File: config.mk
export PLATFORM = sky130hd
export DESIGN_NAME = hazard_ctrl
export DESIGN_NICKNAME = d
export VERILOG_FILES = /design/src/rtl/hazard_ctrl.sv
export SDC_FILE = /design/constraint.sdc
export NUM_CORES = 1
export LEC_CHECK = 0
export CORE_ASPECT_RATIO = 1.5
export CORE_MARGIN = 5
export CORE_UTILIZATION = 48
export DETAILED_ROUTE_END_ITERATION = 12
export PLACE_DENSITY = 0.79
export SLEW_MARGIN = 10
export SYNTH_ARGS = -nofsm -noshare
export SYNTH_HDL_FRONTEND = slang
export SYNTH_SLANG_ARGS = --single-unit
export TNS_END_PERCENT = 30
File: constraint.sdc
create_clock -name clk_i -period 2.2 [get_ports clk_i]
set_clock_uncertainty 0.05 [all_clocks]
set_input_delay 0.44 -clock clk_i [delete_from_list [all_inputs] [get_ports clk_i]]
set_output_delay 0.44 -clock clk_i [all_outputs]
set_load 0.03 [all_outputs]
File: src/rtl/hazard_ctrl.sv
// hazard_ctrl: pipeline hazard unit covering load-use bubbles, taken-branch flushes and data-memory waits.
// Control outputs are combinational from the FSM state; counters and the timeout flag are registered.
module hazard_ctrl #(
  parameter int TIMEOUT = 64,
  parameter int CNT_W   = 16
) (
  input  logic             clk_i,
  input  logic             rst_i,
  input  logic [4:0]       IFID_rsaddr_i,
  input  logic [4:0]       IFID_rtaddr_i,
  input  logic             IDEX_memread_i,
  input  logic [4:0]       IDEX_rtaddr_i,
  input  logic             branch_taken_i,
  input  logic             dmem_req_i,
  input  logic             dmem_ack_i,
  output logic             pc_write_o,
  output logic             ifid_write_o,
  output logic             idex_bubble_o,
  output logic             ifid_flush_o,
  output logic             pipe_stall_o,
  output logic             err_o,
  output logic [CNT_W-1:0] stall_cnt_o,
  output logic [CNT_W-1:0] bubble_cnt_o
);

  typedef enum logic {RUN = 1'b0, MEM_WAIT = 1'b1} state_t;

  localparam logic [7:0]       WAIT_LAST = 8'(TIMEOUT - 1);
  localparam logic [CNT_W-1:0] CNT_ONE   = CNT_W'(1);

  state_t           state_reg, state_next;
  logic [7:0]       wait_reg, wait_next;
  logic             err_reg, err_set;
  logic [CNT_W-1:0] stall_cnt_reg, bubble_cnt_reg;
  logic             lu, miss, hold_mem, id_eval;

  always_comb begin
    lu = IDEX_memread_i && (IDEX_rtaddr_i != 5'd0) &&
         ((IDEX_rtaddr_i == IFID_rsaddr_i) || (IDEX_rtaddr_i == IFID_rtaddr_i));
    miss = dmem_req_i && !dmem_ack_i;
  end

  // hold_mem freezes the whole pipe; id_eval lets ID-stage hazards (load-use, branch) act.
  always_comb begin
    pc_write_o    = 1'b1;
    ifid_write_o  = 1'b1;
    idex_bubble_o = 1'b0;
    ifid_flush_o  = 1'b0;
    pipe_stall_o  = 1'b0;
    state_next    = state_reg;
    wait_next     = wait_reg;
    err_set       = 1'b0;
    hold_mem      = 1'b0;
    id_eval       = 1'b0;

    if (rst_i) begin
      pc_write_o   = 1'b0;
      ifid_write_o = 1'b0;
      state_next   = RUN;
      wait_next    = 8'd0;
    end else begin
      case (state_reg)
        RUN: begin
          if (miss) begin
            hold_mem   = 1'b1;
            state_next = MEM_WAIT;
            wait_next  = 8'd0;
          end else begin
            id_eval = 1'b1;
          end
        end
        MEM_WAIT: begin
          if (dmem_ack_i) begin
            id_eval    = 1'b1;
            state_next = RUN;
          end else begin
            hold_mem = 1'b1;
            if (wait_reg == WAIT_LAST) begin
              err_set    = 1'b1;
              state_next = RUN;
            end else begin
              wait_next = wait_reg + 8'd1;
            end
          end
        end
        default: state_next = RUN;
      endcase

      if (hold_mem) begin
        pc_write_o   = 1'b0;
        ifid_write_o = 1'b0;
        pipe_stall_o = 1'b1;
      end else if (id_eval) begin
        if (lu) begin
          pc_write_o    = 1'b0;
          ifid_write_o  = 1'b0;
          idex_bubble_o = 1'b1;
        end else if (branch_taken_i) begin
          ifid_flush_o = 1'b1;
        end
      end
    end
  end

  always_ff @(posedge clk_i) begin
    if (rst_i) begin
      state_reg      <= RUN;
      wait_reg       <= 8'd0;
      err_reg        <= 1'b0;
      stall_cnt_reg  <= '0;
      bubble_cnt_reg <= '0;
    end else begin
      state_reg <= state_next;
      wait_reg  <= wait_next;
      if (err_set) begin
        err_reg <= 1'b1;
      end
      // Counters saturate at all-ones rather than wrapping.
      if (!pc_write_o && (stall_cnt_reg != '1)) begin
        stall_cnt_reg <= stall_cnt_reg + CNT_ONE;
      end
      if (idex_bubble_o && (bubble_cnt_reg != '1)) begin
        bubble_cnt_reg <= bubble_cnt_reg + CNT_ONE;
      end
    end
  end

  assign err_o        = err_reg;
  assign stall_cnt_o  = stall_cnt_reg;
  assign bubble_cnt_o = bubble_cnt_reg;

endmodule

==> metrics <==
result of the run=finished clean; clock transition at the register clock pins on the worst setup and hold paths after CTS=approximately 70 ps; clock tree from TritonCTS=built; number of antenna violations at the first check in global routing=0; TritonCTS Buffers=5; number of port buffers=58; slowest cell on the critical path=sky130_fd_sc_hd__or4_4; post-synthesis cell count=268; later-pin clock latency in the skew report=300 ps; Chip Height=93.52 um; vias in the first global route=2,289; ratio of cells with drive above 1 in the final layout=22.16%; post-synthesis cell area=2232 um2; series of cell instances along the critical path=buf_8 -> or4_4 -> o21ai_4 -> o21ai_4 -> inv_4 -> and2_4 -> buf_6; Syn Nets=292; die area=between 6000 and 7000 um2; number of distinct library cell variants in the gate-level netlist after synthesis=48; total iterations of the first detailed-routing run=4; violation count after the first detailed-route iteration=139; Syn-to-layout area delta=45.07%; number of pins exceeding their max-slew limit in the final report=0; Leak Pwr=1.177 nW; total power divided by cell area=about 480 nW/um2; wire length of the first global-routing pass=just under 10 mm; kind of start point of the critical path=input pin; nets=~380; Std-Cell Rows=30; kind of end point of the critical path=output pin; critical path type=input pin to output pin; number of enable flip-flop cells after synthesis=0; worst setup slack after placement=-485.9 ps; global-route total usage across every layer=19.91%; Max Fanout on Critical Path=5; overall routed net length=5.839 mm; number of buffers on the longest clock path=2; Worst Path Required=1710 ps; cts hold-fix bufs=0; arrival time at the worst endpoint=1680 ps; routed wire length per instance=14.28 um; synthesized flop and latch total=42; final hold vios=0; root buffer cell=sky130_fd_sc_hd__clkbuf_8; kind of cell adding the most delay to the critical path=simple AND/OR/NAND/NOR gates; clk sinks=42; number of vias in the routed layout=2,318; number of warnings issued by yosys=0; relative slew slack=between 70 and 80%; effective utilization at floorplan=49.56%; grt total ovfl=0; Final ANT Viol Nets=0; setup repair after global routing missed its margin=yes; worst setup margin=approximately 32 ps; sum of buffers and inverters on the critical path=3; reported max-cap violation count=0; Total Neg Setup Slack=0 ps; H-tree Lvls=2; sequential cell area fraction in the yosys report=37.67%; peak per-stage delay on the critical path=550 ps; post-synthesis area per instance=8.329 um2; peak supply drop=0.3992 mV; DRC violations left=0; Final Cycle Share=98.56%; post-DP HPWL=about 4.5 mm; path class of the lowest-slack min-delay path=flip-flop to flip-flop; area of the core=4504 um2; async set-reset flop share out of synthesis=0%; transition time of the tightest slew-check pin=387.2 ps; Final Critical Period=2168 ps; Final Setup Violations=0; worst hold slack=around 430 ps; Top Ports=59; RePlAce Congestion=0.7794; most frequent CP cell=sky130_fd_sc_hd__o21ai_4; diode insertion count for antenna repair=0; vias per std cell=5.667; largest net degree at the start of global routing=34; dominant register cell in the synthesized netlist=sky130_fd_sc_hd__dfxtp_1; die span in x=65.68 um; max frequency=461.2 MHz
## final timing paths
kind	start	endpoint	slack [ps]	depth (start not counted)
worst max-delay path	IDEX_rtaddr_i[4]	ifid_flush_o	30	7
worst min-delay path	err_o$_SDFFE_PP0P_	err_o$_SDFFE_PP0P_	430	2
worst max register to register	bubble_cnt_o[9]$_SDFFE_PP0P_	bubble_cnt_o[15]$_SDFFE_PP0P_	180	6
worst min register to register	err_o$_SDFFE_PP0P_	err_o$_SDFFE_PP0P_	430	2
## layout by cell type (no fill, tap or decap), types with 5 or more instances in the layout
cell type | Yosys | layout
sky130_fd_sc_hd__or4_1 | 6 | 5
sky130_fd_sc_hd__o31ai_1 | 5 | 5
sky130_fd_sc_hd__a21oi_1 | 23 | 23
sky130_fd_sc_hd__clkbuf_8 | 0 | 6
sky130_fd_sc_hd__buf_6 | 0 | 5
sky130_fd_sc_hd__xnor2_1 | 13 | 13
sky130_fd_sc_hd__xor2_1 | 9 | 9
sky130_fd_sc_hd__clkdlybuf4s50_1 | 0 | 35
sky130_fd_sc_hd__nand2_1 | 18 | 17
sky130_fd_sc_hd__o21ai_0 | 15 | 15
sky130_fd_sc_hd__clkdlybuf4s15_1 | 0 | 5
sky130_fd_sc_hd__nand4_1 | 8 | 8
sky130_fd_sc_hd__dfxtp_1 | 42 | 42
sky130_fd_sc_hd__inv_1 | 5 | 5
sky130_fd_sc_hd__clkbuf_2 | 0 | 6
sky130_fd_sc_hd__or3_1 | 13 | 13
sky130_fd_sc_hd__nand3_1 | 18 | 18
sky130_fd_sc_hd__nor2_1 | 30 | 28
sky130_fd_sc_hd__buf_4 | 2 | 33
## synth_stat cells (3+ instances only)
| master | number | share of area (%) |
|---|---|---|
| sky130_fd_sc_hd__dfxtp_1 | 42 | 38 |
| sky130_fd_sc_hd__nor2_1 | 30 | 5.0 |
| sky130_fd_sc_hd__a21oi_1 | 23 | 5.2 |
| sky130_fd_sc_hd__nand2_1 | 18 | 3.0 |
| sky130_fd_sc_hd__nand3_1 | 18 | 4.0 |
| sky130_fd_sc_hd__o21ai_0 | 15 | 3.4 |
| sky130_fd_sc_hd__or3_1 | 13 | 3.6 |
| sky130_fd_sc_hd__xnor2_1 | 13 | 5.1 |
| sky130_fd_sc_hd__xor2_1 | 9 | 3.5 |
| sky130_fd_sc_hd__nand4_1 | 8 | 2.2 |
| sky130_fd_sc_hd__or4_1 | 6 | 2.0 |
| sky130_fd_sc_hd__inv_1 | 5 | 0.84 |
| sky130_fd_sc_hd__nor2b_1 | 5 | 1.4 |
| sky130_fd_sc_hd__o31ai_1 | 5 | 1.7 |
| sky130_fd_sc_hd__and2_1 | 4 | 1.1 |
| sky130_fd_sc_hd__and4_1 | 4 | 1.6 |
| sky130_fd_sc_hd__clkbuf_1 | 3 | 0.50 |
| sky130_fd_sc_hd__ha_1 | 3 | 1.7 |
| sky130_fd_sc_hd__mux2_2 | 3 | 1.5 |
| sky130_fd_sc_hd__nand2b_1 | 3 | 0.84 |
| sky130_fd_sc_hd__nor4_1 | 3 | 0.84 |
## timing repair
action,CTS,global route
endpoints found under the setup margin,25,19
resized for setup,47,24
setup buffers,7,1
pin swaps,16,18
## logic make-up after synthesis
kind of cell / Yosys count / synth area share, %
DFF: 42 / 37.67
buffers and inverters: 13 / 2.578
muxes: 5 / 2.410
adders and majority gates: 3 / 1.682
and+or+nand+nor: 126 / 30.44
AOI/OAI and AO/OA: 57 / 16.59
xor gates and xnor gates: 22 / 8.633
## layout make-up
type	instances	area (um2)
inverter	6	25.02
clock inverter	1	5.005
sequential	42	840.8
fill	377	1266
timing repair buffer	92	832.0
tap	48	60.06
multi-input combinational	213	1389
clock buffer	7	86.33
## routing by layer
layer / up-vias / part of all wire, % / track usage [%]
met3: 11 / 3.8 / 3.005
met2: 46 / 60 / 39.33
li1: 1150 / - / -
met5: - / 0 / 0
met4: 0 / 2.0 / 7.958
met1: 1111 / 35 / 19.79
## stage by stage
step	instances	util (%)	cell area, um2	power [mW]
after floorplan	268	-	2235	0.9093
after global placement	394	67.56	3043	1.022
after detailed placement	394	67.56	3043	1.027
after CTS	408	71.33	3213	1.559
after global routing	409	71.89	3238	1.610
final	409	71.89	3238	1.548
## where the power goes
group	internal, mW	total, mW	switching [mW]
logic	0.130	0.255	0.125
clock network	0.253	0.517	0.264
registers	0.767	0.776	0.00915
total	1.15	1.55	0.398
## tightest hold or removal path, cell delays in order (launching register included)
cell and delay (ps):
sky130_fd_sc_hd__dfxtp_1 340, sky130_fd_sc_hd__a41oi_1 40, sky130_fd_sc_hd__nor2_1 70
Note: power is estimated with default switching activity, not from simulation.
